[config.mk]
export PLATFORM = sky130hd
export DESIGN_NAME = alu_share_arbiter
export DESIGN_NICKNAME = d
export VERILOG_FILES = /design/src/rtl/alu_share_arbiter.sv
export SDC_FILE = /design/constraint.sdc
export NUM_CORES = 1
export LEC_CHECK = 0
export ABC_AREA = 1
export BUFFER_PORTS_ARGS = -buffer_cell sky130_fd_sc_hd__buf_2
export CORE_MARGIN = 2
export CORE_UTILIZATION = 45
export CTS_BUF_LIST = sky130_fd_sc_hd__clkbuf_16
export DETAILED_ROUTE_END_ITERATION = 10
export MAX_ROUTING_LAYER = met4
export PLACE_DENSITY_LB_ADDON = 0.12
export SETUP_SLACK_MARGIN = 0.1
export SYNTH_ARGS = -nofsm -noshare
export SYNTH_HDL_FRONTEND = slang
export SYNTH_HIERARCHICAL = 1
export SYNTH_SLANG_ARGS = --single-unit
export TNS_END_PERCENT = 1
[constraint.sdc]
create_clock -name clk -period 6.1 [get_ports clk]
set_clock_uncertainty 0.05 [all_clocks]
set_input_delay 0.61 -clock clk [delete_from_list [all_inputs] [get_ports clk]]
set_output_delay 0.61 -clock clk [all_outputs]
set_load 0.05 [all_outputs]
[src/rtl/alu_share_arbiter.sv]
// Shares one combinational 32-bit ALU between two requesters.
// Each requester gets a one-entry registered response buffer.
// The block also owns the {N,Z,C,V} status register that feeds the ALU carry-in.

// One-entry response buffer.
// Priority on each edge: flush, then load, then consume, otherwise hold.
module alu_share_rsp_buf (
  input  logic        clk,
  input  logic        rst,
  input  logic        flush,
  input  logic        load,
  input  logic        rsp_ready,
  input  logic [31:0] load_result,
  input  logic [3:0]  load_status,
  output logic        valid,
  output logic [31:0] result,
  output logic [3:0]  status
);
  logic        valid_q, valid_d;
  logic [31:0] result_q, result_d;
  logic [3:0]  status_q, status_d;

  // Next-state: reload may coincide with consume, giving 1 result/cycle
  always_comb begin
    valid_d  = valid_q;
    result_d = result_q;
    status_d = status_q;
    if (flush) begin
      valid_d = 1'b0;
    end else if (load) begin
      valid_d  = 1'b1;
      result_d = load_result;
      status_d = load_status;
    end else if (rsp_ready && valid_q) begin
      valid_d = 1'b0;
    end
  end

  // Buffer registers
  always_ff @(posedge clk or negedge rst) begin
    if (!rst) begin
      valid_q  <= 1'b0;
      result_q <= '0;
      status_q <= '0;
    end else begin
      valid_q  <= valid_d;
      result_q <= result_d;
      status_q <= status_d;
    end
  end

  assign valid  = valid_q;
  assign result = result_q;
  assign status = status_q;
endmodule

module alu_share_arbiter #(
  parameter int         FIXED_PRIO = 0,
  parameter logic [3:0] SR_RESET   = 4'b0000
) (
  input  logic        clk,
  input  logic        rst,
  input  logic        flush,
  input  logic        req0_valid,
  output logic        req0_ready,
  input  logic [31:0] req0_in1,
  input  logic [31:0] req0_in2,
  input  logic [3:0]  req0_cmd,
  input  logic        req0_s,
  output logic        rsp0_valid,
  input  logic        rsp0_ready,
  output logic [31:0] rsp0_result,
  output logic [3:0]  rsp0_status,
  input  logic        req1_valid,
  output logic        req1_ready,
  input  logic [31:0] req1_in1,
  input  logic [31:0] req1_in2,
  input  logic [3:0]  req1_cmd,
  input  logic        req1_s,
  output logic        rsp1_valid,
  input  logic        rsp1_ready,
  output logic [31:0] rsp1_result,
  output logic [3:0]  rsp1_status,
  output logic [3:0]  sr_out
);
  localparam int NUM_REQ = 2;

  localparam logic [3:0] CMD_MOV = 4'b0001;
  localparam logic [3:0] CMD_ADD = 4'b0010;
  localparam logic [3:0] CMD_ADC = 4'b0011;
  localparam logic [3:0] CMD_SUB = 4'b0100;
  localparam logic [3:0] CMD_SBC = 4'b0101;
  localparam logic [3:0] CMD_AND = 4'b0110;
  localparam logic [3:0] CMD_ORR = 4'b0111;
  localparam logic [3:0] CMD_EOR = 4'b1000;
  localparam logic [3:0] CMD_MVN = 4'b1001;

  logic [NUM_REQ-1:0]        req_valid, req_s, rsp_valid, rsp_ready, elig, grant;
  logic [NUM_REQ-1:0][31:0]  req_in1, req_in2, rsp_result;
  logic [NUM_REQ-1:0][3:0]   req_cmd, rsp_status;

  assign req_valid = {req1_valid, req0_valid};
  assign req_s     = {req1_s, req0_s};
  assign rsp_ready = {rsp1_ready, rsp0_ready};
  assign req_in1   = {req1_in1, req0_in1};
  assign req_in2   = {req1_in2, req0_in2};
  assign req_cmd   = {req1_cmd, req0_cmd};

  // Index of the most recent grant; reset to 1 so req0 wins first contention
  logic last_grant_q, last_grant_d;
  logic [3:0]  sr_q, sr_d;
  logic [31:0] alu_in1_q, alu_in1_d, alu_in2_q, alu_in2_d;
  logic [3:0]  alu_cmd_q, alu_cmd_d;
  logic        alu_s;
  logic [31:0] alu_res;
  logic [3:0]  alu_status;
  logic [32:0] alu_sum;
  logic        alu_c, alu_v;

  // A requester may be granted only if its buffer is empty or being drained
  assign elig = req_valid & (~rsp_valid | rsp_ready) & {NUM_REQ{~flush}};

  // Grant selection and last-grant tracking
  always_comb begin
    grant        = '0;
    last_grant_d = last_grant_q;
    case (elig)
      2'b01:   grant = 2'b01;
      2'b10:   grant = 2'b10;
      2'b11:   grant = (FIXED_PRIO != 0 || last_grant_q) ? 2'b01 : 2'b10;
      default: grant = '0;
    endcase
    if (grant[1])      last_grant_d = 1'b1;
    else if (grant[0]) last_grant_d = 1'b0;
  end

  assign req0_ready = grant[0];
  assign req1_ready = grant[1];

  // Operand mux; holds the previous selection when idle
  always_comb begin
    alu_in1_d = alu_in1_q;
    alu_in2_d = alu_in2_q;
    alu_cmd_d = alu_cmd_q;
    alu_s     = 1'b0;
    if (grant[0]) begin
      alu_in1_d = req_in1[0];
      alu_in2_d = req_in2[0];
      alu_cmd_d = req_cmd[0];
      alu_s     = req_s[0];
    end else if (grant[1]) begin
      alu_in1_d = req_in1[1];
      alu_in2_d = req_in2[1];
      alu_cmd_d = req_cmd[1];
      alu_s     = req_s[1];
    end
  end

  // Shared ALU; carry-in is the registered SR.C, subtraction carry is ARM-style not-borrow
  always_comb begin
    alu_sum = '0;
    alu_res = '0;
    alu_c   = 1'b0;
    alu_v   = 1'b0;
    case (alu_cmd_d)
      CMD_MOV: alu_res = alu_in2_d;
      CMD_ADD, CMD_ADC: begin
        alu_sum = {1'b0, alu_in1_d} + {1'b0, alu_in2_d}
                + {32'd0, (alu_cmd_d == CMD_ADC) & sr_q[1]};
        alu_res = alu_sum[31:0];
        alu_c   = alu_sum[32];
        alu_v   = (alu_in1_d[31] == alu_in2_d[31]) && (alu_res[31] != alu_in1_d[31]);
      end
      CMD_SUB, CMD_SBC: begin
        alu_sum = {1'b0, alu_in1_d} + {1'b0, ~alu_in2_d}
                + {32'd0, (alu_cmd_d == CMD_SUB) | sr_q[1]};
        alu_res = alu_sum[31:0];
        alu_c   = alu_sum[32];
        alu_v   = (alu_in1_d[31] != alu_in2_d[31]) && (alu_res[31] != alu_in1_d[31]);
      end
      CMD_AND: alu_res = alu_in1_d & alu_in2_d;
      CMD_ORR: alu_res = alu_in1_d | alu_in2_d;
      CMD_EOR: alu_res = alu_in1_d ^ alu_in2_d;
      CMD_MVN: alu_res = ~alu_in2_d;
      default: alu_res = '0;
    endcase
    alu_status = {alu_res[31], alu_res == 32'd0, alu_c, alu_v};
  end

  // SR next-state: only a granted op with s set updates it
  always_comb begin
    sr_d = sr_q;
    if ((|grant) && alu_s) sr_d = alu_status;
  end

  // Arbiter, operand-hold and SR registers
  always_ff @(posedge clk or negedge rst) begin
    if (!rst) begin
      last_grant_q <= 1'b1;
      sr_q         <= SR_RESET;
      alu_in1_q    <= '0;
      alu_in2_q    <= '0;
      alu_cmd_q    <= '0;
    end else begin
      last_grant_q <= last_grant_d;
      sr_q         <= sr_d;
      alu_in1_q    <= alu_in1_d;
      alu_in2_q    <= alu_in2_d;
      alu_cmd_q    <= alu_cmd_d;
    end
  end

  assign sr_out = sr_q;

  genvar gi;
  generate
    for (gi = 0; gi < NUM_REQ; gi++) begin : g_rsp
      alu_share_rsp_buf u_buf (
        .clk         (clk),
        .rst         (rst),
        .flush       (flush),
        .load        (grant[gi]),
        .rsp_ready   (rsp_ready[gi]),
        .load_result (alu_res),
        .load_status (alu_status),
        .valid       (rsp_valid[gi]),
        .result      (rsp_result[gi]),
        .status      (rsp_status[gi])
      );
    end
  endgenerate

  assign rsp0_valid  = rsp_valid[0];
  assign rsp1_valid  = rsp_valid[1];
  assign rsp0_result = rsp_result[0];
  assign rsp1_result = rsp_result[1];
  assign rsp0_status = rsp_status[0];
  assign rsp1_status = rsp_status[1];
endmodule

==> flow_summary.ini, run 1 <==
[floorplan]
die_area_sq_um = 34020
start_util = 0.4538
fp.dieW_microns = 184.5
rows = 66
boundaryPins = 225
core_sq_um = 32290
fp.dieH_microns = 184.5

[yosys]
async_flop_share = 1.000
synth_compound_area_frac = 0.07070
synth_fa_ha_area_frac = 0.08743
synth_area_per_cell_sq_um = 6.134
synth_mux_area_frac = 0
ys_warn_count = 6
ys_seq_area_frac = 0.2511
synth-main-ff-cell = dfrtp_1
synth_top_family_by_area = simple AND/OR/NAND/NOR gates
synth_cells = 2389
synthesis.nets = 2634
synth-simple-area-share = 0.4156
synth-xor-area-share = 0.01494
ys_ff_latch = 147
synth_edf_count = 0
netlist_area_sq_um = 14650
synth.distinct_cells = 47

[sta]
setup_tns_ns = 0
hold_viol = 0
finalSetupViolations = 0
fin_crit_sh = 0.8662
setup_ws_ns = 0.8160
fmax_mhz = 189.3
worst_pin_slew_ns = 1.116
timing.hold.ws_ns = 0.1931
maxSlewViolCount = 0
fin_crit_ns = 5.284
slew_headroom = 0.2542
rsz0062_at_grt = no

[placed_design]
dp_hpwl_microns = 47980
dpl-instance-area_sq_um = 15920
place.detailed.instances = 2984
io_buffers = 224
place_congestion = 1.039
detailedPlace.worstSlack_ns = 0.5755

[worst_setup_path]
reg2reg_from = g_rsp[1].u_buf/valid
r2r_cells = 29
ff2ff_setup_slack_ns = 0.82
regToRegEndpoint = g_rsp[1].u_buf/status[2]
crit_path_frequent_cell = nand2_1
cp_max_fo = 42
worstSetupStartpoint = g_rsp[1].u_buf/valid
cp-start-kind = flop
max_stage_delay_ns = 0.55
required_ns = 6.43
critPathCaptureType = flop
path_class = reg2reg
crit_path_end = g_rsp[1].u_buf/status[2]
crit_arrival_ns = 5.62
cpMaxStageDelayCell = o21bai_4

[clocking]
ctsHtreeMaxLevel = 4
worstSkewPairLatency_ns = 0.45
cts_buffer_depth = 2
cts_tree = yes
clk_pin_slew_worst_paths_ns = 0.06
cts.sinks = 147
cts_hold_buf = 0
postCtsSetupRepairBufs = 0
clockRootBuffer = clkbuf_16
ctsResizeCount = 0
cts_buffers = 17

[global_route]
grt_util_all_layers = 0.3641
use_met1 = 0.5461
antenna_found_initial = 0
grt_max_degree = 95
met2_usage = 0.4967
gr-max-usage-layer = met1
grt_pass1_wl_microns = 89540
grt_pass1_vias = 14690
grt-ovfl-total = 0
met3_usage = 0.07074

[detailed_routing]
detailedRoute.firstPassIterationCount = 6
route.detailed.drc = 0
wl_per_cell_microns = 19.81
drtIter0Drc = 1613
drt-vias-per-instance = 5.273
postRouteAntennaNets = 0
routed_wl_microns = 59720
dr_total_vias = 15900

[final_layout]
layout.cells.non_filler = 3015
stdcell_area_sq_um = 16500
drive_gt1_frac = 0.1422
n_antenna_cell = 0
syn2layout_area_growth_pct = 12.58
fin_util = 0.5109
finalNetCount = 2806

[pwr]
p_leak_nw = 9.851
p_total_mw = 7.173
power_density_nw_per_um2 = 434.8
ir_drop_uv = 225.0

[min_path]
hold_class = in2async

[status]
status = finished clean

[flow_run]
drv_cap = 0
## routing by layer
| metal | wire length, microns | vias up |
|---|---|---|
| li1 | - | 7692 |
| met1 | 28670 | 7435 |
| met2 | 23960 | 716 |
| met3 | 6008 | 54 |
| met4 | 1068 | 0 |
| met5 | 0 | - |
## Yosys cell counts (all sizes together) (4+ instances only)
cell type | n | share of area
a21oi | 47 | 0.017
a31oi | 4 | 0.0048
and2 | 4 | 0.0017
buf | 76 | 0.044
clkbuf | 31 | 0.0080
dfrtp | 146 | 0.25
fa | 4 | 0.0055
ha | 96 | 0.082
inv | 418 | 0.11
nand2 | 861 | 0.22
nand3 | 359 | 0.13
nand3b | 5 | 0.0026
nand4 | 19 | 0.0081
nor2 | 156 | 0.042
nor3 | 11 | 0.0038
o21ai | 92 | 0.034
o21bai | 19 | 0.011
xor2 | 24 | 0.014
## sequential cells by signal, indices dropped and copies added (netlist names)
name / flops
alu_cmd_q: 4
alu_in1_q: 32
alu_in2_q: 32
g_rsp.u_buf/result: 64
g_rsp.u_buf/status: 8
g_rsp.u_buf/valid: 2
last_grant_q: 1
sr_out: 4
## cell usage in the layout (no fill, tap or decap), types with 4 or more instances in the layout
cell	instances
nand3b_1	5
a21oi_1	44
clkinv_1	4
buf_2	223
nand3_2	22
clkbuf_16	17
o21ai_2	10
fa_1	4
nand2_2	10
o21bai_1	18
nor2_1	145
xor2_1	24
o21ai_1	21
buf_4	32
nand3_1	337
nand4_1	19
ha_1	96
nor2_4	6
o21ai_0	61
nor3_1	11
inv_2	7
clkinv_4	5
buf_12	4
and2_1	4
dfrtp_1	146
nand2_1	848
nor2_2	5
inv_1	409
## power breakdown
part / switching, mW / total [mW] / internal (mW) / leakage, nW
clock: 0.458 / 1.06 / 0.606 / 0.287
sequential: 0.157 / 1.44 / 1.28 / 1.83
combinational: 3.50 / 4.67 / 1.17 / 7.73
total: 4.11 / 7.17 / 3.06 / 9.85
## critical path, delay by kind of cell (launching register included)
family / cells / cell delay [ns]
AOI/OAI and AO/OA: 1 / 0.55
adders and majority gates: 2 / 0.68
buffers and inverters: 4 / 0.85
DFF: 1 / 0.39
and+or+nand+nor: 22 / 2.70
## worst min path at each step
stage | end | slack [ns] | cells after the start
3_5_place_dp | g_rsp[1].u_buf/status[3] | 0.40 | 2
3_3_place_gp | g_rsp[0].u_buf/result[17] | 0.40 | 2
5_1_grt | alu_in2_q[2] | 0.26 | 1
2_1_floorplan | alu_cmd_q[0] | 0.26 | 0
4_1_cts | alu_in2_q[2] | 0.23 | 1
6_report | alu_in2_q[2] | 0.19 | 1
## cells by family after synthesis
family          count (synthesis)
compound gates                169
xor+xnor                       25
fa+ha+maj                     100
buf+inv                       528
flops                         147
simple gates                 1420
## layout make-up
cell class / count / area [sq um]
Fill cell: 3441 / 15790
Clock inverter: 14 / 155.1
Tap cell: 442 / 553.0
Timing Repair Buffer: 260 / 1448
Clock buffer: 17 / 425.4
Multi-Input combinational cell: 1714 / 8651
Sequential cell: 147 / 3680
Inverter: 421 / 1585
Power figures use the tool's default switching activity.
==> run 2, diff against run 1 <==
Settings changed: CELL_PAD_IN_SITES_DETAIL_PLACEMENT set to 1, CELL_PAD_IN_SITES_GLOBAL_PLACEMENT set to 2, CORE_UTILIZATION 45 to 31.
==> flow_summary.ini, run 2 (synthesized netlist as in run 1, its figures left out) <==
[status]
status = complete, but fails checks
failed_checks = DRC

[pwr]
swShare = 0.5833
seq_power_share = 0.198
power_density_nw_per_um2 = 435.8
switchingPower_mw = 4.267
internal-power_mw = 3.048
clkPwrFrac = 0.142
ir_drop_uv = 146.2
combPwrFrac = 0.660
p_leak_nw = 9.904

[worst_setup_path]
max_stage_delay_ns = 0.58
critPathCaptureType = flop
cpMaxStageDelayCell = dfstp_2
crit_path_frequent_cell = nand2_1
path_buf_inv = 2
regToRegEndpoint = g_rsp[1].u_buf/status[2]
cp-start-kind = flop
r2r_cells = 28
cp_max_fo = 37
reg2reg_from = last_grant_q
path_class = reg2reg
cp_top_family = simple AND/OR/NAND/NOR gates
ff2ff_setup_slack_ns = 0.66
required_ns = 6.41
crit_arrival_ns = 5.75

[final_layout]
finalNetCount = 2820
syn2layout_area_growth_pct = 14.56
mostFrequentLayoutCells = 848 x nand2_1, 409 x inv_1, 337 x nand3_1
multi_input_area_sq_um = 8656
n_fill_cell = 6248
regArea_sq_um = 3680
drive_gt1_frac = 0.1472
largest_reg_flops = 64
final_common_cell = nand2_1

[global_route]
grt_pass1_vias = 16220
use_met1 = 0.4243
grt-ovfl-total = 0
grt_pass1_wl_microns = 103900
gr-max-usage-layer = met2
met2_usage = 0.4304
antenna_found_initial = 3
met3_usage = 0.03306
grt_util_all_layers = 0.2884
grt_max_degree = 75

[flow_run]
drv_cap = 0

[sta]
hold_viol = 0
fin_crit_ns = 5.438
setup_tns_ns = 0
setup_ws_ns = 0.6617
fmax_mhz = 183.9
worst_pin_slew_ns = 1.149
fin_crit_sh = 0.8915
maxSlewViolCount = 0
slew_headroom = 0.2324
rsz0062_at_grt = no
finalSetupViolations = 0

[placed_design]
dp_hpwl_microns = 55450
detailedPlace.worstSlack_ns = 0.4177
io_buffers = 224
place_congestion = 0.9424

[clocking]
cts_buffer_depth = 2
cts_hold_buf = 0
clk_pin_slew_worst_paths_ns = 0.07
worstSkewPairLatency_ns = 0.45
cts.sinks = 147
ctsHtreeMaxLevel = 4
ctsResizeCount = 0
cts_tree = yes
cts_buffers = 17
postCtsSetupRepairBufs = 0
clockRootBuffer = clkbuf_16

[floorplan]
die_area_sq_um = 49030
start_util = 0.3141
core_sq_um = 46650
boundaryPins = 225
rows = 79
fp.dieW_microns = 221.4
fp.dieH_microns = 221.4

[detailed_routing]
postRouteAntennaNets = 0
drt-vias-per-instance = 4.987
dr_total_vias = 15940
detailedRoute.firstPassIterationCount = 9
route.detailed.drc = 23
wl_per_cell_microns = 21.42
drtIter0Drc = 1149
routed_wl_microns = 68480

[min_path]
hold_class = in2async
==> run 2: cell count changes in the layout (fill, tap and decap cells not counted) <==
cell,before,now
clkinv_8,0,1
clkinv_4,5,3
bufinv_16,2,0
nand2_4,1,2
buf_12,4,3
clkinv_2,2,1
diode_2,0,2
inv_6,3,5
clkinvlp_4,0,1
buf_4,32,47
inv_8,1,3
nand2_2,10,9
==> run 2: routing by layer <==
metal,vias to the layer above,share of wire
met5,-,0
met1,7831,0.51
li1,7701,-
met4,0,0.012
met2,375,0.43
met3,35,0.052
==> run 2: power groups by stage <==
stage | sequential, mW | clock [mW] | combinational (mW)
6_report | 1.45 | 1.04 | 4.83
2_1_floorplan | 2.20 | 0 | 2.36
3_5_place_dp | 1.47 | 0 | 4.78
3_3_place_gp | 1.46 | 0 | 4.74
4_1_cts | 1.45 | 1.07 | 4.80
5_1_grt | 1.49 | 1.10 | 5.26
==> run 2: layout make-up <==
cell class / count / area share
multi-input combinational: 1714 / 0.5156
sequential: 147 / 0.2192
inverter: 421 / 0.09443
timing repair buffer: 274 / 0.09175
tap: 607 / 0.04524
clock buffer: 17 / 0.02534
clock inverter: 15 / 0.008124
antenna: 2 / 0.0002981
==> run 2: how the worst max path moves through the flow <==
stage / cells past startpoint / start / slack [ns] / end
finish: 28 / last_grant_q / 0.66 / g_rsp[1].u_buf/status[2]
global route: 33 / g_rsp[0].u_buf/valid / 0.14 / g_rsp[1].u_buf/status[2]
CTS: 28 / last_grant_q / 0.69 / g_rsp[1].u_buf/status[2]
detailed placement: 30 / flush / 0.42 / g_rsp[1].u_buf/status[2]
global placement: 27 / flush / 0.50 / g_rsp[0].u_buf/status[2]
floorplan: 33 / g_rsp[1].u_buf/valid / 1.06 / g_rsp[1].u_buf/status[2]
==> run 2: through the flow <==
| stage | util | hold slack, ns | cell area (sq um) | std cells | power [mW] |
|---|---|---|---|---|---|
| CTS | 0.3597 | 0.1763 | 16780 | 3195 | 7.319 |
| detailed placement | 0.3477 | 0.4031 | 16220 | 3163 | 6.251 |
| finish | 0.3598 | 0.1453 | 16790 | 3197 | 7.316 |
| global route | 0.3598 | 0.1952 | 16790 | 3197 | 7.848 |
| floorplan | - | 0.2644 | 14650 | 2389 | 4.562 |
| global placement | 0.3477 | 0.4012 | 16220 | 3163 | 6.198 |
